$ cat src/rtl/inst_mem_pkg.sv
// Shared types and default widths for the instruction memory and its loader.
// ST_CHECK exists only when LOADER_CHECKSUM_EN is defined.
package inst_mem_pkg;

  localparam int unsigned DEFAULT_W          = 32;
  localparam int unsigned DEFAULT_DEPTH_LOG2 = 10;
  localparam int unsigned BYTES_PER_WORD     = DEFAULT_W / 8;

  typedef enum logic [2:0] {
    ST_IDLE  = 3'd0,
    ST_LOAD  = 3'd1,
    ST_WRITE = 3'd2,
    ST_DONE  = 3'd3
`ifdef LOADER_CHECKSUM_EN
    ,
    ST_CHECK = 3'd4
`endif
  } loader_state_t;

endpackage

$ cat src/rtl/byte_packer.sv
// Assembles a little-endian word from a byte stream: byte counter, shift register
// and a same-cycle strobe on the byte that completes the word.
module byte_packer #(
  parameter int unsigned WIDTH = 32
) (
  input  logic             clk,
  input  logic             rst,
  input  logic             clr_i,
  input  logic             accept_i,
  input  logic [7:0]       byte_i,
  output logic [WIDTH-1:0] word_c_o,
  output logic             last_c_o
);

  localparam int unsigned BPW = WIDTH / 8;
  localparam int unsigned CW  = (BPW > 1) ? $clog2(BPW) : 1;

  logic [CW-1:0]    cnt_q;
  logic [WIDTH-1:0] sr_q;

  // New bytes enter at the top so the first byte ends up in the low lane.
  assign word_c_o = {byte_i, sr_q[WIDTH-1:8]};
  assign last_c_o = accept_i && (cnt_q == CW'(BPW - 1));

  always_ff @(posedge clk or posedge rst) begin
    if (rst) begin
      cnt_q <= '0;
      sr_q  <= '0;
    end else if (clr_i) begin
      cnt_q <= '0;
      sr_q  <= '0;
    end else if (accept_i) begin
      sr_q  <= word_c_o;
      cnt_q <= last_c_o ? '0 : cnt_q + 1'b1;
    end
  end

endmodule

$ cat src/rtl/inst_mem_loader.sv
// Program loader: streams bytes into little-endian words and writes them to
// consecutive word addresses. LOADER_CHECKSUM_EN adds a trailing checksum word.
module inst_mem_loader
  import inst_mem_pkg::*;
#(
  parameter int unsigned W          = DEFAULT_W,
  parameter int unsigned AW         = 32,
  parameter int unsigned DEPTH_LOG2 = DEFAULT_DEPTH_LOG2
) (
  input  logic                clk,
  input  logic                rst,
  input  logic                start,
  input  logic [DEPTH_LOG2:0] num_words,
  input  logic                byte_valid,
  input  logic [7:0]          byte_data,
  output logic                byte_ready,
  output logic                mem_we,
  output logic [AW-1:0]       mem_addr,
  output logic [W-1:0]        mem_wdata,
  output logic                busy,
  output logic                done,
  output logic                error,
  output logic                cpu_hold
);

  localparam int unsigned IW = DEPTH_LOG2 + 1;

  loader_state_t state_q;
  logic [IW-1:0] num_q;
  logic [IW-1:0] word_idx_q;
  logic          byte_ready_q;
  logic          mem_we_q;
  logic          busy_q;
  logic          done_q;
  logic          error_q;
  logic [AW-1:0] mem_addr_q;
  logic [W-1:0]  mem_wdata_q;
`ifdef LOADER_CHECKSUM_EN
  logic [W-1:0]  sum_q;
`endif

  logic          idle_c;
  logic          count_bad_c;
  logic          accept_c;
  logic          pk_last_c;
  logic [W-1:0]  pk_word_c;
  logic [IW-1:0] word_idx_inc_c;

  assign idle_c         = (state_q == ST_IDLE) || (state_q == ST_DONE);
  assign count_bad_c    = (num_words == '0) || (num_words > IW'(2 ** DEPTH_LOG2));
  assign accept_c       = byte_valid && byte_ready_q;
  assign word_idx_inc_c = word_idx_q + 1'b1;

  byte_packer #(
    .WIDTH(W)
  ) u_packer (
    .clk     (clk),
    .rst     (rst),
    .clr_i   (start && idle_c),
    .accept_i(accept_c),
    .byte_i  (byte_data),
    .word_c_o(pk_word_c),
    .last_c_o(pk_last_c)
  );

  always_ff @(posedge clk or posedge rst) begin
    if (rst) begin
      state_q      <= ST_IDLE;
      num_q        <= '0;
      word_idx_q   <= '0;
      byte_ready_q <= 1'b0;
      mem_we_q     <= 1'b0;
      busy_q       <= 1'b0;
      done_q       <= 1'b0;
      error_q      <= 1'b0;
      mem_addr_q   <= '0;
      mem_wdata_q  <= '0;
`ifdef LOADER_CHECKSUM_EN
      sum_q        <= '0;
`endif
    end else begin
      mem_we_q <= 1'b0;
      case (state_q)
        ST_IDLE, ST_DONE: begin
          if (start) begin
            if (count_bad_c) begin
              state_q <= ST_DONE;
              done_q  <= 1'b1;
              error_q <= 1'b1;
            end else begin
              state_q      <= ST_LOAD;
              num_q        <= num_words;
              word_idx_q   <= '0;
              byte_ready_q <= 1'b1;
              busy_q       <= 1'b1;
              done_q       <= 1'b0;
              error_q      <= 1'b0;
`ifdef LOADER_CHECKSUM_EN
              sum_q        <= '0;
`endif
            end
          end
        end
        ST_LOAD: begin
          if (pk_last_c) begin
            state_q      <= ST_WRITE;
            byte_ready_q <= 1'b0;
            mem_we_q     <= 1'b1;
            mem_addr_q   <= AW'(word_idx_q) * AW'(BYTES_PER_WORD);
            mem_wdata_q  <= pk_word_c;
`ifdef LOADER_CHECKSUM_EN
            sum_q        <= sum_q + pk_word_c;
`endif
          end
        end
        ST_WRITE: begin
          word_idx_q   <= word_idx_inc_c;
          byte_ready_q <= 1'b1;
          if (word_idx_inc_c == num_q) begin
`ifdef LOADER_CHECKSUM_EN
            state_q <= ST_CHECK;
`else
            state_q      <= ST_DONE;
            byte_ready_q <= 1'b0;
            busy_q       <= 1'b0;
            done_q       <= 1'b1;
`endif
          end else begin
            state_q <= ST_LOAD;
          end
        end
`ifdef LOADER_CHECKSUM_EN
        // Trailing word is compared, never written.
        ST_CHECK: begin
          if (pk_last_c) begin
            state_q      <= ST_DONE;
            byte_ready_q <= 1'b0;
            busy_q       <= 1'b0;
            done_q       <= 1'b1;
            error_q      <= (pk_word_c != sum_q);
          end
        end
`endif
        default: state_q <= ST_IDLE;
      endcase
    end
  end

  assign byte_ready = byte_ready_q;
  assign mem_we     = mem_we_q;
  assign mem_addr   = mem_addr_q;
  assign mem_wdata  = mem_wdata_q;
  assign busy       = busy_q;
  assign cpu_hold   = busy_q;
  assign done       = done_q;
  assign error      = error_q;

endmodule
$ cat config.mk
export PLATFORM = sky130hd
export DESIGN_NAME = inst_mem_loader
export DESIGN_NICKNAME = d
export VERILOG_FILES = /design/src/rtl/inst_mem_pkg.sv /design/src/rtl/byte_packer.sv /design/src/rtl/inst_mem_loader.sv
export SDC_FILE = /design/constraint.sdc
export NUM_CORES = 1
export LEC_CHECK = 0
export CAP_MARGIN = 20
export CORE_MARGIN = 5
export CORE_UTILIZATION = 57
export CTS_BUF_LIST = sky130_fd_sc_hd__clkbuf_4 sky130_fd_sc_hd__clkbuf_8
export CTS_CLUSTER_DIAMETER = 100
export DETAILED_ROUTE_END_ITERATION = 6
export GPL_TIMING_DRIVEN = 0
export PLACE_DENSITY = 0.86
export REMOVE_ABC_BUFFERS = 1
export SLEW_MARGIN = 20
export SYNTH_ARGS = -nofsm -noshare
export SYNTH_HDL_FRONTEND = slang
export SYNTH_SLANG_ARGS = --single-unit
$ cat constraint.sdc
create_clock -name clk -period 6.2 [get_ports clk]
set_clock_uncertainty 0.05 [all_clocks]
set_input_delay 1.55 -clock clk [delete_from_list [all_inputs] [get_ports clk]]
set_output_delay 1.55 -clock clk [all_outputs]
set_load 0.01 [all_outputs]
==> impl_metrics.yaml, run 1 <==
status:
  outcome: "finished clean"
cells_and_area:
  areaGrowthSynthToFinish_pct: 20.3
  diodes: 0
  nNetsFinal: 461
  final_layout_size_suffix_gt1_share_pct: 18.0
  utilization_pct: 70.4
  filler_cell_count: 588
worst_setup_path:
  critPathLaunch: "num_words[5]"
  slowest_stage: "nor3b_4"
  r2r-start: "word_idx_q[0]"
  worstPathArrival_ns: 4.16
  worstPathMaxFanout: 14
  worstPathRequired_ns: 6.41
  crit_chain: "clkdlybuf4s50_1 > or4_4 > o31ai_1 > nor3b_4 > a21oi_2 > o21bai_1 > a21o_1"
  crit_type: "input port to flip-flop"
  worst_r2r_endpoint: "busy"
  start_kind: "input port"
  reg2reg_slack_ns: 3.62
  endpoint: "word_idx_q[8]"
  reg2reg_depth: 7
  worstSetupEndpointType: "flip-flop"
  cpPeakStageDelay_ns: 0.64
logic_synthesis:
  yosys-top-cells-count: "dfrtp_1 (98), mux2_2 (42), a22o_1 (27)"
  yosysMostFrequentCell: "dfrtp_1"
  synth_seq_cells: 98
  synth_area_um2: 4550
  synth.largest_area_cell: "dfrtp_1"
  ys_dominant_reg_cell: "dfrtp_1"
  synth_top_area_share_pct: 53.9
  synth_edf_count: 0
  synth.area.top_cells: "dfrtp_1 (54%), mux2_2 (10%), a22o_1 (5.2%)"
  synth_warnings: 0
  syn_inst: 370
  avgSynthCellArea_um2: 12.3
  seq_area_frac_synth_pct: 53.9
  synthDistinctLibCells: 59
  async_flop_share_pct: 100
placement:
  numPortBuffers: 71
  gp_congestion: 0.871
  hpwl_um: 6120
global_route:
  grtUsageMet2_pct: 30.5
  busiest_layer: "met2"
  use_met3_pct: 3.86
  first_global_vias: 3074
  grt_use_total_pct: 18.7
  antenna_found_initial: 0
  grt_max_degree: 51
  grt-ovfl-total: 0
  grt_util_met1_pct: 25.0
  grt_first_pass_wirelength_um: 14900
clock_tree:
  cts_num_sinks: 98
  clk_latency_ns: 0.36
  root_buffer: "clkbuf_8"
  postCtsSetupBuffers: 0
  cts-resized-gates: 0
  cts_buffers: 9
  clkSlewWorstSetupHoldPaths_ns: 0.10
  cts_tree: "yes"
  clk_path_buf_depth: 2
  htree_levels: 3
  postCtsHoldBufs: 0
routing:
  vias: 3028
  via_per_inst: 5.61
  wl_um: 8730
  wl_per_cell_um: 16.2
  drc_errors: 0
  drt_iter0_drc: 113
  first_pass_iters: 4
  antenna_left: 0
pwr:
  leakage_nw: 2.51
  pwr_density_cell_nw_per_um2: 385
  ir_drop_uv: 248
job:
  max-cap-violations: 0
timing:
  period_minus_slack_ns: 3.96
  slew_violations: 0
  slew-limit-headroom_pct: 34.4
  setup_violations: 0
  fin_crit_sh_pct: 63.8
  tightest_slew_ns: 0.984
  timing.fmax_mhz: 253
  hold_viol: 0
  final.setup.tns_ns: 0
  rsz0062_at_grt: "no"
floorplan:
  die_h_um: 99.3
  row_count: 32
  die_w_um: 99.3
  start_util_pct: 58.5
  core_area_um2: 7770
  ios: 93
  die-area_um2: 9860
hold_path:
  hp-class: "flip-flop to flip-flop"
-- layout make-up --
type	instances	area, um2	area share [%]
repair buffers	74	777	14.2
well taps	102	128	2.33
inverters	10	42.5	0.778
clock inverters	6	56.3	1.03
flip-flops and latches	98	2450	44.8
multi-input cells	240	1880	34.3
clock buffers	10	138	2.52
-- layer usage --
layer | vias to the layer above | part of all wire (%) | wire length, um
met1 | 1508 | 44 | 3840
met5 | - | 0 | 0
met4 | 0 | 2.1 | 182
met2 | 86 | 49 | 4300
met3 | 14 | 4.6 | 401
li1 | 1420 | - | -
-- state kept, by name, summed over array words and instances, names as in the netlist, 2 cells and up --
register,count
mem_wdata,32
u_packer.sr_q,24
mem_addr,11
word_idx_q,11
state_q,2
u_packer.cnt_q,2
num_q,11
-- critical path: cells and delay by family --
kind,cells,cell delay [ns]
and+or+nand+nor,2,1.24
AOI/OAI and AO/OA,4,0.94
buffers and inverters,1,0.42
-- stage by stage --
stage / cells / hold slack (ns) / total power (W) / setup WS [ns] / area [um2]
floorplan: 348 / 0.419 / 0.00142 / 2.04 / 4350
global placement: 521 / 0.413 / 0.00167 / 0.698 / 5190
detailed placement: 524 / 0.436 / 0.00173 / 1.56 / 5270
CTS: 540 / 0.459 / 0.00213 / 1.95 / 5460
global route: 540 / 0.470 / 0.00226 / 2.03 / 5470
finish: 540 / 0.455 / 0.00211 / 2.24 / 5470
-- worst min-delay path by stage --
| stage | from | to | slack (ns) | depth (start not counted) |
|---|---|---|---|---|
| 3_3_place_gp | mem_addr[8] | mem_addr[8] | 0.41 | 2 |
| 6_report | mem_addr[8] | mem_addr[8] | 0.46 | 2 |
| 3_5_place_dp | mem_addr[8] | mem_addr[8] | 0.44 | 2 |
| 2_1_floorplan | u_packer.sr_q[10] | u_packer.sr_q[10] | 0.42 | 1 |
| 4_1_cts | mem_addr[8] | mem_addr[8] | 0.46 | 2 |
| 5_1_grt | mem_wdata[7] | mem_wdata[7] | 0.47 | 1 |
-- kinds of logic (layout without fill, tap and decap cells) --
logic type | Yosys count | count (layout) | share of synthesized area (%)
AO/OA/AOI/OAI | 80 | 80 | 13.4
other | 1 | 21 | 0.0825
flip-flops | 98 | 98 | 53.9
AND/OR/NAND/NOR | 70 | 70 | 9.14
adder cells (fa/ha/maj) | 5 | 5 | 1.38
multiplexers | 55 | 55 | 13.6
XOR/XNOR | 9 | 9 | 1.73
buffers and inverters | 52 | 100 | 6.72
-- power breakdown --
group	total [W]	internal (W)	switching [W]
clock	0.000397	0.000165	0.000231
sequential	0.000984	0.000834	0.000150
combinational	0.000727	0.000387	0.000340
total	0.00211	0.00139	0.000721
-- cell usage in the layout (no fill, tap or decap), types with 2 or more instances in the layout --
master and instances:
dfrtp_1 98, clkdlybuf4s50_1 71, mux2_2 42, a22o_1 27, conb_1 21, nor2_1 13
nand2_1 12, mux2_1 11, o21ai_1 10, clkbuf_8 10, a21oi_1 9, inv_1 8
o31ai_1 7, xnor2_1 7, o21ai_0 7, and3_1 6, nor3_1 6, nor2b_1 6
nand3_1 5, ha_1 5, or4_4 2, nor4_1 2, xor2_1 2, nand3b_1 2
mux2i_1 2, and2_1 2, a211oi_1 2, a31oi_1 2, o311a_1 2, inv_6 2
inv_8 2, clkinv_4 2, buf_16 2
No activity file was read; power rests on OpenSTA's default activity.
==> inputs of run 2 (changes only) <==
Settings changed: CORE_UTILIZATION 57 to 53, PLACE_DENSITY 0.86 to 0.81.
Clock period 6.2 ns to 3.9 ns, I/O delays scaled along.
==> run 2 against run 1 <==
  * Sequential cell count stayed put
  * Largest power group unchanged
  * Critical path type unchanged
  * Total power is 65% higher
  * Critical path depth stayed put
  * Hold slack better by 0.0028 ns
  * Core utilization is 4.1 points lower
  * Combinational power is 61% higher
==> impl_metrics.yaml, run 2 (same netlist as run 1, synthesis figures left out) <==
routing:
  drc_errors: 0
  drt_iter0_drc: 124
  first_pass_iters: 4
  vias: 3052
  antenna_left: 0
  via_per_inst: 5.62
  wl_per_cell_um: 17.2
  wl_um: 9350
clock_tree:
  root_buffer: "clkbuf_8"
  cts-resized-gates: 0
  clk_latency_ns: 0.37
  cts_buffers: 9
  htree_levels: 3
  cts_num_sinks: 98
  postCtsSetupBuffers: 0
  postCtsHoldBufs: 0
  clk_path_buf_depth: 2
  cts_tree: "yes"
  clkSlewWorstSetupHoldPaths_ns: 0.10
pwr:
  ir_drop_uv: 361
  pwr_density_cell_nw_per_um2: 632
  leakage_nw: 2.52
global_route:
  grt_first_pass_wirelength_um: 15700
  antenna_found_initial: 0
  first_global_vias: 3109
  grt_use_total_pct: 19.2
  grt-ovfl-total: 0
  grt_max_degree: 53
worst_setup_path:
  crit_chain: "clkdlybuf4s50_1 > or4_4 > o31ai_1 > nor3b_4 > a21oi_2 > o21bai_1 > a21o_1"
  start_kind: "input port"
  worstSetupEndpointType: "flip-flop"
  cpPeakStageDelay_ns: 0.73
  reg2reg_slack_ns: 1.24
  r2r-start: "state_q[0]"
  worstPathMaxFanout: 14
  worstPathRequired_ns: 4.12
  crit_type: "input port to flip-flop"
  reg2reg_depth: 7
  endpoint: "word_idx_q[8]"
  worstPathArrival_ns: 3.79
  critPathLaunch: "num_words[5]"
  slowest_stage: "nor3b_4"
  worst_r2r_endpoint: "word_idx_q[8]"
placement:
  place_area_um2: 5270
  gp_congestion: 0.846
  numPortBuffers: 71
  hpwl_um: 6640
floorplan:
  start_util_pct: 54.8
  ios: 93
  core_area_um2: 8300
  die_w_um: 103
  die-area_um2: 10500
  row_count: 33
  die_h_um: 103
timing:
  tightest_slew_ns: 1.02
  rsz0062_at_grt: "no"
  final.setup.tns_ns: 0
  slew_violations: 0
  timing.fmax_mhz: 280
  slew-limit-headroom_pct: 32.1
  hold_viol: 0
  setup_violations: 0
  fin_crit_sh_pct: 91.6
  period_minus_slack_ns: 3.57
cells_and_area:
  areaGrowthSynthToFinish_pct: 21.0
  utilization_pct: 66.3
  layout_commonest_cell: "dfrtp_1"
  diodes: 0
  largest_reg_flops: 32
  stdcell_area_um2: 5500
  final_layout_size_suffix_gt1_share_pct: 18.0
  layout_common_cells: "dfrtp_1 (98), clkdlybuf4s50_1 (71), mux2_2 (42), a22o_1 (27), conb_1 (21)"
  nNetsFinal: 461
status:
  outcome: "finished clean"
hold_path:
  hp-start: "u_packer.sr_q[11]"
  hp-class: "flip-flop to flip-flop"
job:
  max-cap-violations: 0
-- run 2: worst min path at each step --
stage | endpoint | slack, ns | depth (start not counted)
after floorplan | u_packer.sr_q[10] | 0.42 | 1
after global placement | mem_addr[8] | 0.41 | 2
after detailed placement | u_packer.sr_q[11] | 0.44 | 1
after CTS | u_packer.sr_q[11] | 0.46 | 1
after global routing | u_packer.sr_q[11] | 0.48 | 1
final | u_packer.sr_q[11] | 0.46 | 1
-- run 2: routing by layer --
layer / routed length [um] / up-vias / share of wire, % / GRT usage, %
met5: 0 / - / 0 / 0
met4: 114 / 0 / 1.2 / 5.85
met3: 824 / 9 / 8.8 / 7.58
met2: 4480 / 87 / 48 / 31.1
met1: 3930 / 1534 / 42 / 23.8
li1: - / 1422 / - / -
-- run 2: worst max-delay path, delay by kind of cell --
family / cells / cell delay, ns
AO/OA/AOI/OAI: 4 / 1.03
buffers and inverters: 1 / 0.44
AND/OR/NAND/NOR: 2 / 1.34
-- run 2: area by class of cell --
cell class                      instances  area [um2]
Tap cell                              105         131
Clock inverter                          5        86.3
Sequential cell                        98        2450
Clock buffer                           11         139
Fill cell                             627        2800
Inverter                               10        42.5
Timing Repair Buffer                   74         773
Multi-Input combinational cell        240        1880
-- run 2: power breakdown --
| group | internal (W) | switching (W) |
|---|---|---|
| sequential | 0.00133 | 0.000243 |
| clock | 0.000382 | 0.000356 |
| combinational | 0.000618 | 0.000553 |
| total | 0.00233 | 0.00115 |
-- run 2: metrics by stage --
stage | setup WS, ns | cells | hold WS, ns | total power, W
3_3_place_gp | -1.05 | 524 | 0.413 | 0.00266
3_5_place_dp | -0.384 | 527 | 0.442 | 0.00276
4_1_cts | 0.0125 | 543 | 0.465 | 0.00351
2_1_floorplan | 0.313 | 348 | 0.419 | 0.00225
6_report | 0.327 | 543 | 0.458 | 0.00348
5_1_grt | 0.213 | 543 | 0.483 | 0.00371
==> inputs of run 3 (changes only) <==
Settings changed: CORE_ASPECT_RATIO from default to 0.75, CORE_UTILIZATION 53 to 51, CTS_BUF_LIST sky130_fd_sc_hd__clkbuf_4 sky130_fd_sc_hd__clkbuf_8 to default, HOLD_SLACK_MARGIN from default to 0.03, PLACE_DENSITY 0.81 to 0.78.
==> run 3 against run 2 <==
  * Clock power is 38% higher
  * Non-clock buffer count stayed put
  * Routed wire length is 2.2% lower
  * Clock-buffer cell count is 1 lower
  * Total power is 7.9% higher
  * Critical endpoint unchanged
  * Hold slack worse by 0.0075 ns
  * Register-to-register slack worse by 0.02 ns
  * Critical path type unchanged
==> impl_metrics.yaml, run 3 (same netlist as run 1, synthesis figures left out) <==
cells_and_area:
  seq_area_um2: 2450
  stdcell_count: 546
  largest_reg_flops: 32
  filler_cell_count: 656
  layout_common_cells: "dfrtp_1 (98), clkdlybuf4s50_1 (71), mux2_2 (42), a22o_1 (27), conb_1 (21)"
  multi_input_area_um2: 1880
  final_layout_size_suffix_gt1_share_pct: 18.0
  diodes: 0
  areaGrowthSynthToFinish_pct: 24.0
  layout_commonest_cell: "dfrtp_1"
  nNetsFinal: 461
  stdcell_area_um2: 5640
routing:
  wl_um: 9140
  wl_per_cell_um: 16.7
  vias: 3032
  antenna_left: 0
  first_pass_iters: 4
  m1WireLength_um: 4270
  top_layer: "met4"
  drt_iter0_drc: 223
  wl_met3_um: 618
  drc_errors: 0
  via_per_inst: 5.55
  wl_met2_um: 4190
clock_tree:
  root_buffer: "clkbuf_16"
  postCtsHoldBufs: 0
  cts_tree: "yes"
  cts-resized-gates: 0
  cts_buffers: 9
  postCtsSetupBuffers: 0
  clkSlewWorstSetupHoldPaths_ns: 0.07
  htree_levels: 3
  clk_path_buf_depth: 2
  cts_num_sinks: 98
  clk_latency_ns: 0.33
placement:
  hpwl_um: 6520
  post-place-cells: 530
  gp_congestion: 0.789
  numPortBuffers: 71
  place_area_um2: 5280
global_route:
  grt_max_degree: 56
  grt-ovfl-total: 0
  grt_first_pass_wirelength_um: 15200
  grt_use_total_pct: 17.1
  first_global_vias: 3012
  antenna_found_initial: 0
timing:
  fin_crit_sh_pct: 88.7
  timing.fmax_mhz: 289
  slew-limit-headroom_pct: 33.2
  setup_violations: 0
  period_minus_slack_ns: 3.46
  tightest_slew_ns: 1.00
  slew_violations: 0
  hold_viol: 0
  rsz0062_at_grt: "no"
worst_setup_path:
  worstSetupEndpointType: "flip-flop"
  start_kind: "input port"
  worstPathMaxFanout: 14
  worstPathRequired_ns: 4.08
  worstPathArrival_ns: 3.63
  crit_type: "input port to flip-flop"
floorplan:
  die-area_um2: 10900
  start_util_pct: 53.1
  die_w_um: 119
  die_h_um: 91.8
  row_count: 29
  ios: 93
  core_area_um2: 8560
pwr:
  ir_drop_uv: 420
  leakage_nw: 2.58
  p_total_w: 0.00375
  pwr_density_cell_nw_per_um2: 666
job:
  max-cap-violations: 0
hold_path:
  hp-class: "flip-flop to flip-flop"
status:
  outcome: "finished clean"
## run 3: routing by layer
metal	vias to the layer above	global-route usage, %
li1	1418	-
met1	1511	23.2
met2	92	26.8
met3	11	5.97
met4	0	3.47
met5	-	0
## run 3: worst paths after layout
| check | startpoint | end | slack, ns | depth (start not counted) |
|---|---|---|---|---|
| worst max register to register | word_idx_q[0] | done | 1.22 | 7 |
| worst min-delay path | error | error | 0.45 | 2 |
| worst min register to register | error | error | 0.45 | 2 |
| worst max-delay path | num_words[5] | word_idx_q[8] | 0.44 | 7 |
| min in group asynchronous | rst | mem_wdata[14] | 0.97 | 2 |
| max in group asynchronous | rst | word_idx_q[8] | 2.22 | 3 |
## run 3: layout make-up
cell class	count	area share, %
inverters	10	0.755
repair buffers	74	13.8
multi-input cells	240	33.3
clock inverters	6	2.02
well taps	108	2.40
flip-flops and latches	98	43.5
clock buffers	10	4.24
## run 3: power by group
part / switching [W] / internal [W]
Sequential: 0.000247 / 0.00133
Combinational: 0.000544 / 0.000615
Clock: 0.000372 / 0.000645
## run 3: stage by stage
stage	utilization, %	TNS [ns]	worst slack, ns	hold WS [ns]
floorplan	-	0	0.313	0.419
global placement	60.7	-100.35	-1.03	0.423
detailed placement	61.6	-0.369	-0.167	0.433
CTS	65.8	0	0.164	0.449
global route	65.8	0	0.300	0.465
finish	65.8	0	0.442	0.451
## run 3: critical path: stages
cell             delay, ns
clkdlybuf4s50_1       0.42
or4_4                 0.60
o31ai_1               0.26
nor3b_4               0.67
a21oi_2               0.26
o21bai_1              0.24
a21o_1                0.20
